File: config.mk
export PLATFORM = sky130hd
export DESIGN_NAME = adsr_env_ctrl_flat
export DESIGN_NICKNAME = d
export VERILOG_FILES = /design/src/rtl/adsr_env_ctrl_pkg.sv /design/src/rtl/adsr_env_ctrl_if.sv /design/src/rtl/adsr_env_ctrl_tick_div.sv /design/src/rtl/adsr_env_ctrl.sv /design/src/flat_wrapper.sv
export SDC_FILE = /design/constraint.sdc
export NUM_CORES = 1
export LEC_CHECK = 0
export CORE_MARGIN = 4
export CORE_UTILIZATION = 55
export CTS_BUF_LIST = sky130_fd_sc_hd__clkbuf_4 sky130_fd_sc_hd__clkbuf_8
export DETAILED_ROUTE_END_ITERATION = 8
export HOLD_SLACK_MARGIN = 0.12
export PLACE_DENSITY_LB_ADDON = 0.2
export RECOVER_POWER = 25
export SLEW_MARGIN = 20
export SYNTH_ARGS = -nofsm -noshare
export SYNTH_HDL_FRONTEND = slang
export SYNTH_SLANG_ARGS = --single-unit
File: constraint.sdc
create_clock -name clk -period 7.03 [get_ports clk]
set_input_delay 1.406 -clock clk [delete_from_list [all_inputs] [get_ports clk]]
set_output_delay 1.406 -clock clk [all_outputs]
set_load 0.02 [all_outputs]
File: src/rtl/adsr_env_ctrl_pkg.sv
`default_nettype none
// ============================================================================
// Module   : adsr_pkg
// Brief    : Shared phase encoding, phase width and peak level for the ADSR
//            envelope slice, plus the 2-input 4-bit mux used for rate select.
// Revision : 1.0
// ============================================================================
package adsr_pkg;

    localparam int unsigned PHASE_W = 3;

    localparam logic [PHASE_W-1:0] IDLE    = 3'd0;
    localparam logic [PHASE_W-1:0] ATTACK  = 3'd1;
    localparam logic [PHASE_W-1:0] DECAY   = 3'd2;
    localparam logic [PHASE_W-1:0] SUSTAIN = 3'd3;
    localparam logic [PHASE_W-1:0] RELEASE = 3'd4;

    localparam int unsigned ENV_MAX = 15;

    function automatic logic [3:0] mux2_4(input logic [3:0] a,
                                          input logic [3:0] b,
                                          input logic       sel);
        return sel ? b : a;
    endfunction

endpackage
`default_nettype wire

File: src/rtl/adsr_env_ctrl_if.sv
`default_nettype none
// ============================================================================
// Module   : adsr_env_ctrl_if
// Brief    : Key-gate / rate controls in, envelope level and phase out.
// Revision : 1.0
// ============================================================================
interface adsr_env_ctrl_if #(
    parameter int unsigned ENV_W = 4
) ();
    logic             tick;
    logic             gate;
    logic [ENV_W-1:0] attack_rate;
    logic [ENV_W-1:0] decay_rate;
    logic [ENV_W-1:0] sustain_level;
    logic [ENV_W-1:0] release_rate;
    logic [ENV_W-1:0] env;
    logic [2:0]       phase;
    logic             busy;

    modport master (
        output tick, gate, attack_rate, decay_rate, sustain_level, release_rate,
        input  env, phase, busy
    );

    modport slave (
        input  tick, gate, attack_rate, decay_rate, sustain_level, release_rate,
        output env, phase, busy
    );
endinterface
`default_nettype wire

File: src/rtl/adsr_env_ctrl_tick_div.sv
`default_nettype none
// ============================================================================
// Module   : adsr_tick_div
// Brief    : Tick prescaler; emits one step every rate+1 ticks unless cleared.
// Revision : 1.0
// ============================================================================
module adsr_tick_div #(
    parameter int unsigned ENV_W = 4
) (
    input  wire             clk,
    input  wire             rst_n,
    input  wire             tick_i,
    input  wire [ENV_W-1:0] rate_i,
    input  wire             clr_i,
    output logic            step_o
);

    logic [ENV_W-1:0] cnt_q;
    logic [ENV_W-1:0] cnt_d;
    logic             w_hit;

    assign w_hit = (cnt_q == rate_i);

    // A rate lowered below cnt keeps counting and wraps naturally.
    always_comb begin
        cnt_d = cnt_q;
        if (clr_i) begin
            cnt_d = '0;
        end else if (tick_i) begin
            cnt_d = w_hit ? '0 : cnt_q + ENV_W'(1);
        end
    end

    always_ff @(posedge clk or negedge rst_n) begin
        if (!rst_n) begin
            cnt_q <= '0;
        end else begin
            cnt_q <= cnt_d;
        end
    end

    assign step_o = tick_i & ~clr_i & w_hit;

endmodule
`default_nettype wire

File: src/rtl/adsr_env_ctrl.sv
`default_nettype none
// ============================================================================
// Module   : adsr_env_ctrl
// Brief    : One-voice ADSR phase machine producing a saturating envelope level.
// Revision : 1.0
// ============================================================================
module adsr_env_ctrl #(
    parameter int unsigned ENV_W   = 4,
    parameter int unsigned ENV_MAX = adsr_pkg::ENV_MAX
) (
    input  wire             clk,
    input  wire             rst_n,
    adsr_env_ctrl_if.slave  bus
);
    import adsr_pkg::*;

    localparam logic [ENV_W-1:0] c_ENV_MAX = ENV_W'(ENV_MAX);

    logic [PHASE_W-1:0] phase_q;
    logic [PHASE_W-1:0] phase_d;
    logic [ENV_W-1:0]   env_q;
    logic [ENV_W-1:0]   env_d;
    logic               gate_q;

    logic               w_rise;
    logic               w_phase_chg;
    logic               w_clr;
    logic               w_step;
    logic [ENV_W-1:0]   w_rate_ad;
    logic [ENV_W-1:0]   w_rate;

    assign w_rise = bus.gate & ~gate_q;

    assign w_rate_ad = mux2_4(bus.attack_rate, bus.decay_rate,   phase_q == DECAY);
    assign w_rate    = mux2_4(w_rate_ad,       bus.release_rate, phase_q == RELEASE);

    // A tick landing on a phase change is absorbed by the clear.
    assign w_phase_chg = (phase_d != phase_q);
    assign w_clr       = w_phase_chg | (phase_q == IDLE) | (phase_q == SUSTAIN);

    adsr_tick_div #(
        .ENV_W (ENV_W)
    ) u_tick_div (
        .clk    (clk),
        .rst_n  (rst_n),
        .tick_i (bus.tick),
        .rate_i (w_rate),
        .clr_i  (w_clr),
        .step_o (w_step)
    );

    always_ff @(posedge clk or negedge rst_n) begin
        if (!rst_n) begin
            phase_q <= IDLE;
            env_q   <= '0;
            gate_q  <= 1'b0;
        end else begin
            phase_q <= phase_d;
            env_q   <= env_d;
            gate_q  <= bus.gate;
        end
    end

    always_comb begin
        phase_d = phase_q;
        if (!bus.gate && (phase_q == ATTACK || phase_q == DECAY || phase_q == SUSTAIN)) begin
            phase_d = RELEASE;
        end else if (w_rise && phase_q != ATTACK) begin
            phase_d = ATTACK;
        end else begin
            case (phase_q)
                IDLE:    phase_d = IDLE;
                ATTACK:  if (env_q == c_ENV_MAX)         phase_d = DECAY;
                DECAY:   if (env_q <= bus.sustain_level) phase_d = SUSTAIN;
                SUSTAIN: phase_d = SUSTAIN;
                RELEASE: if (env_q == '0)                phase_d = IDLE;
                default: phase_d = IDLE;
            endcase
        end
    end

    // env only moves while the phase is stable; transitions hold the level.
    always_comb begin
        env_d = env_q;
        if (!w_phase_chg) begin
            case (phase_q)
                IDLE:    env_d = '0;
                ATTACK:  if (w_step && env_q != c_ENV_MAX) env_d = env_q + ENV_W'(1);
                DECAY,
                RELEASE: if (w_step && env_q != '0)        env_d = env_q - ENV_W'(1);
                default: env_d = env_q;
            endcase
        end
    end

    always_comb begin
        bus.env   = env_q;
        bus.phase = phase_q;
        bus.busy  = (phase_q != IDLE);
    end

endmodule
`default_nettype wire

File: src/flat_wrapper.sv
// flat-port wrapper written by rule: the top's interface ports become plain ports
module adsr_env_ctrl_flat import adsr_pkg::*;
#(
    parameter int unsigned ENV_W   = 4,
    parameter int unsigned ENV_MAX = adsr_pkg::ENV_MAX
)
  (clk, rst_n, bus_tick, bus_gate, bus_attack_rate, bus_decay_rate, bus_sustain_level, bus_release_rate, bus_env, bus_phase, bus_busy);
  adsr_env_ctrl_if #(.ENV_W(ENV_W)) bus_i ();
  input  wire clk;
  input  wire rst_n;
  input wire logic [$bits(bus_i.tick)-1:0] bus_tick;
  input wire logic [$bits(bus_i.gate)-1:0] bus_gate;
  input wire logic [$bits(bus_i.attack_rate)-1:0] bus_attack_rate;
  input wire logic [$bits(bus_i.decay_rate)-1:0] bus_decay_rate;
  input wire logic [$bits(bus_i.sustain_level)-1:0] bus_sustain_level;
  input wire logic [$bits(bus_i.release_rate)-1:0] bus_release_rate;
  output wire logic [$bits(bus_i.env)-1:0] bus_env;
  output wire logic [$bits(bus_i.phase)-1:0] bus_phase;
  output wire logic [$bits(bus_i.busy)-1:0] bus_busy;
  assign bus_i.tick = bus_tick;
  assign bus_i.gate = bus_gate;
  assign bus_i.attack_rate = bus_attack_rate;
  assign bus_i.decay_rate = bus_decay_rate;
  assign bus_i.sustain_level = bus_sustain_level;
  assign bus_i.release_rate = bus_release_rate;
  assign bus_env = bus_i.env;
  assign bus_phase = bus_i.phase;
  assign bus_busy = bus_i.busy;
  adsr_env_ctrl #(.ENV_W(ENV_W), .ENV_MAX(ENV_MAX)) u_core (.clk(clk), .rst_n(rst_n), .bus(bus_i));
endmodule
== Word level (Yosys, flattened, before mapping) ==
Index checks and enable logic that the tools add are counted.
Word-level totals
  register bits after elaboration: 12
  output and inout bits: 8
  word-level logic and storage cells: 56
Operators by class
  add/sub/neg operators: 3
  order comparisons: 1
  equal/unequal tests: 11
  multiplexer cells: 14
  bitwise operators: 8
  reductions and logical operators: 15
Operators by type and width (number)
  $mux W4: 7
  $mux W3: 5
  $pmux W3 S4: 1
  $pmux W4 S3: 1
  $add A4 B1 Y4 const B: 2
  $eq A3 B2 Y1 const B: 2
  $reduce_bool A3 Y1: 2
  $eq A4 B4 Y1: 1
  $eq A4 B4 Y1 const B: 1
  $le A4 B4 Y1: 1
  $logic_and A1 B1 Y1: 4
  $logic_not A4 Y1: 1
  $ne A4 B4 Y1 const B: 1
  $reduce_and A4 Y1: 1
  $reduce_bool A4 Y1: 1
  $sub A4 B1 Y4 const B: 1
  $and A1 B1 Y1: 3
  $eq A3 B1 Y1 const B: 1
  $eq A3 B3 Y1 const B: 1
  $logic_not A3 Y1: 1
  $ne A3 B1 Y1 const B: 1
  $ne A3 B3 Y1: 1
  $not A1 Y1: 3
  $logic_or A1 B1 Y1: 2
  6 further kinds: 7

== Logic depth before layout (Yosys ltp) ==
  word-level depth: 14
  mapped depth: 11
  gate-level depth less buffers: 10

== Hierarchy ==
Synthesis repeated with hierarchy kept, for this count alone.
Second synthesis, totals
  cell total of the unflattened synthesis: 126
  area, all modules: 1172.4 µm²
Modules (own cells, without submodules)
  adsr_env_ctrl: instances 1, cells an instance 98, area an instance 890.9 µm², sequential area each 200.2 µm²
  adsr_tick_div: instances 1, cells an instance 28, area an instance 281.5 µm², sequential area each 100.1 µm²

== Worst setup path after synthesis ==
OpenSTA, ideal clock, no wires.
  kind: in2reg
  start point: input bus_sustain_level[1]
  end point: register u_core.env_q[0] (netlist: u_core.bus.env[0])
  arrival time: 2.858 ns
  required time: 6.905 ns
  path slack: 4.047 ns
  stages on the path: 9
  path buffers: 0
  cells stage by stage: inv_1 -> ha_1 -> nor2b_1 -> o211ai_1 -> and3_1 -> nor4_1 -> and2_1 -> nand2_1 -> mux2_2
On the way
  cells in the longest elaborated chain, start to end: 14
RTL lines
  start, declared: RTL line flat_wrapper.sv:15  | input wire logic [$bits(bus_i.sustain_level)-1:0] bus_sustain_level;
  $le A4 B4 Y1 (*): RTL line adsr_env_ctrl.sv:74  | DECAY: if (env_q <= bus.sustain_level) phase_d = SUSTAIN;
  $mux W3 (*): RTL line adsr_env_ctrl.sv:74
  $pmux W3 S4 (*): RTL line adsr_env_ctrl.sv:71  | case (phase_q)
  $mux W3 (*): RTL line adsr_env_ctrl.sv:68  | end else if (w_rise && phase_q != ATTACK) begin
  $mux W3 (*): RTL line adsr_env_ctrl.sv:66  | if (!bus.gate && (phase_q == ATTACK || phase_q == DECAY || phase_q == SUSTAIN)) begin
  $ne A3 B3 Y1 (*): RTL line adsr_env_ctrl.sv:38  | assign w_phase_chg = (phase_d != phase_q);
  $or A1 B1 Y1 (2 in series): RTL line adsr_env_ctrl.sv:39  | assign w_clr = w_phase_chg | (phase_q == IDLE) | (phase_q == SUSTAIN);
  $not A1 Y1: RTL line adsr_env_ctrl_tick_div.sv:42  | assign step_o = tick_i & ~clr_i & w_hit;
  $and A1 B1 Y1 (2 in series): RTL line adsr_env_ctrl_tick_div.sv:42
  $logic_and A1 B1 Y1, on equally long branches: RTL line adsr_env_ctrl.sv:88, adsr_env_ctrl.sv:90
  $ne A2 B2 Y1 (no source line) or $ne A2 B1 Y1 (tied branches)
  $reduce_and A4 Y1 (no source line) (*)
  end signal, assigned: RTL line adsr_env_ctrl.sv:59  | env_q <= env_d;
  end, declared: RTL line adsr_env_ctrl.sv:21  | logic [ENV_W-1:0] env_q;
Every way passes the cells marked *; elsewhere a longest branch is shown, timed or not.
A chain may end at the register's enable or synchronous reset.

== Worst setup path in the final report ==
  start point: register u_core.phase_q[0] (netlist: u_core.bus.phase[0])
  end point: output bus_busy
On the way
  cells in the longest elaborated chain, start to end: 1
RTL lines
  start, declared: RTL line adsr_env_ctrl.sv:19  | logic [PHASE_W-1:0] phase_q;
  start signal, assigned: RTL line adsr_env_ctrl.sv:58  | phase_q <= phase_d;
  $reduce_bool A3 Y1: RTL line adsr_env_ctrl.sv:99  | bus.busy = (phase_q != IDLE);
  end, declared: RTL line flat_wrapper.sv:19  | output wire logic [$bits(bus_i.busy)-1:0] bus_busy;
Every way passes these cells.

==> flow_summary.ini <==
[grt]
grt_usage = 0.227
grt_pass1_vias = 1235
overflow = 0
grt_pass1_wl_um = 5820
antenna_found_initial = 0
grt_max_degree = 29

[pwr]
p_seq_frac = 0.397
ir_drop_mv = 0.123
power.switching_mw = 0.0690
leakagePower_nw = 0.664
pwr-share-clk = 0.298
internal-power_mw = 0.133
p_per_area_nw_per_um2 = 126
power.share.switching = 0.342
power_frac_comb = 0.305

[logic_synthesis]
yosys.area_share.adder = 0.0819
synth-seq-cells = 12
ys_top_cells_by_area = dfrtp_1 (23%), ha_1 (6.7%), inv_1 (4.0%)
yosys_warnings = 0
synth_enable_flop_cells = 0
synth_top_area_share = 0.229
ys_async_sr_fraction = 1.00
synthFlopType = dfrtp_1
synthCells = 160
synth_area_per_cell_um2 = 8.21
yosys.area.top_type = dfrtp_1
synth_xor_area_frac = 0.0267
yosys.area_share.simple = 0.270
synth_top_family_by_area = compound AO/OA/AOI/OAI gates
seq_area_frac_synth = 0.229
syn_nets = 188
ys_types = 55
synth_compound_area_frac = 0.284
netlist_area_um2 = 1310
synth.area.mux_share = 0.0238

[detailed_routing]
wl_met1_um = 1460
wl_met2_um = 1600
wl_um = 3350
firstDrtPassIters = 4
top_layer = met4
drc = 0
num_vias = 1352
ant_nets = 0
drt_iter0_drc = 39
viasPerCell = 6.41
wl_per_cell_um = 15.9
wl_met3_um = 231

[die]
die_area_um2 = 3230
rows = 17
coreArea_um2 = 2230
io_pins = 28
fp.dieW_um = 56.9
die_y_um = 56.9
start_util = 0.588

[sta]
maxSlewHeadroom = 0.481
setup_viol_count_final = 0
fin_ws_ns = 3.53
finalHoldViolCount = 0
rsz0062_at_grt = no
finClkSkew_ns = 0.00135
max_freq_mhz = 286
finalCriticalPeriod_ns = 3.50
worst_pin_slew_ns = 0.778
slew_viol_final = 0
post-route-period-util = 0.498
setup-tns-final_ns = 0

[finish]
final_design_area_no_fill_um2 = 1600
area_growth_pct = 21.5
seqCellArea_um2 = 300
final_cells = 211
antenna_cells = 0
drive_gt1_frac = 0.0601
final_common_cell = clkdlybuf4s50_1
multiInputGateArea_um2 = 902
fillers = 203
layout_common_cells = clkdlybuf4s50_1 (25), inv_1 (14), nand2_1 (12), dfrtp_1 (12), a21oi_1 (10)
nNetsFinal = 212

[cts]
cts_tree = done
numCtsBuffers = 3
cts_resized = 0
holdBufCountCts = 0
clock-sinks = 12
clk-insertion-delay-late_ns = 0.29
cts_setup_buffers = 0
htree_levels = 1
clk_path_buf_depth = 2
clk_pin_slew_ns = 0.09
root_buffer = clkbuf_4

[worst_setup_path]
worstPathArrival_ns = 2.09
rr_startpoint = u_core.bus.phase[1]
reg2regPathDepth = 10
critPathKind = flip-flop to output pin
endpoint_kind = output pin
crit_fanout = 22
r2r_setup_slack_ns = 3.89
r2r-end = u_core.bus.env[3]
required_ns = 5.62
cp-start-kind = flip-flop

[placement]
dpl-instance-area_um2 = 1560
dp_slack_ns = 3.44
gp_congestion = 0.858
port_buffers = 27
dp_hpwl_um = 2560
placed_cells_incl_taps = 207

[flow_run]
cap_violations = 0

[worst_hold_path]
worst_hold_path_type = flip-flop to flip-flop
min_to = u_core.u_tick_div.cnt_q[3]
hold_depth = 2
worstHoldStart = u_core.u_tick_div.cnt_q[3]

[outcome]
outcome = finished, final reports clean
[cells in the mapped netlist (5+ instances only)]
| library cell | instances |
|---|---|
| a31oi_1 | 7 |
| a22oi_1 | 5 |
| a21oi_1 | 10 |
| nand2_1 | 12 |
| inv_1 | 14 |
| dfrtp_1 | 12 |
| ha_1 | 7 |
| nor2_1 | 9 |
| nand3_1 | 7 |
[registers in the layout (all words and copies together) (netlist names)]
register	cells
u_core.gate_q	1
u_core.u_tick_div.cnt_q	4
u_core.bus.env	4
u_core.bus.phase	3
[power by group through the flow]
| stage | registers (mW) | logic, mW | clock network (mW) |
|---|---|---|---|
| 6_report | 0.0799 | 0.0615 | 0.0601 |
| 5_1_grt | 0.0808 | 0.0687 | 0.0648 |
| 4_1_cts | 0.0797 | 0.0617 | 0.0603 |
| 3_5_place_dp | 0.0810 | 0.0612 | 0 |
| 3_3_place_gp | 0.0809 | 0.0597 | 0 |
| 2_1_floorplan | 0.0768 | 0.0416 | 0 |
[cell type report]
cell class                 count  share of cell area
inverter                      14              0.0329
sequential                    12               0.188
multi-input combinational    126               0.565
tap                           28              0.0219
timing repair buffer          27               0.169
clock buffer                   4              0.0227
[per-layer routing]
layer / vias up / global-route usage
li1: 651 / -
met1: 641 / 0.294
met2: 55 / 0.356
met3: 5 / 0.0529
met4: 0 / 0.0993
met5: - / 0
[worst max path at each step]
stage | cells past startpoint | from | slack, ns | to
floorplan | 9 | bus_sustain_level[1] | 4.05 | u_core.bus.env[0]
global placement | 10 | bus_sustain_level[1] | 3.48 | u_core.bus.env[0]
detailed placement | 8 | bus_decay_rate[0] | 3.44 | u_core.bus.env[0]
CTS | 3 | u_core.bus.phase[0] | 3.53 | bus_busy
global route | 3 | u_core.bus.phase[0] | 3.39 | bus_busy
finish | 3 | u_core.bus.phase[0] | 3.53 | bus_busy
[critical path: stages (launching register included)]
cell and delay (ns):
dfrtp_1 0.82, nor2_1 0.25, nand2_1 0.13, clkdlybuf4s50_1 0.60
[stage by stage]
step	total power [mW]	hold WS, ns	util
after floorplan	0.118	0.539	-
after global placement	0.141	0.555	0.699
after detailed placement	0.142	0.572	0.699
after CTS	0.202	0.585	0.715
after global routing	0.214	0.602	0.715
final	0.201	0.598	0.715
[cell families after synthesis]
| kind of cell | Yosys count |
|---|---|
| muxes | 3 |
| adders and majority gates | 8 |
| and+or+nand+nor | 59 |
| DFF | 12 |
| xor gates and xnor gates | 4 |
| AOI/OAI and AO/OA | 52 |
| buffers and inverters | 22 |
Note: power is estimated with default switching activity, not from simulation.
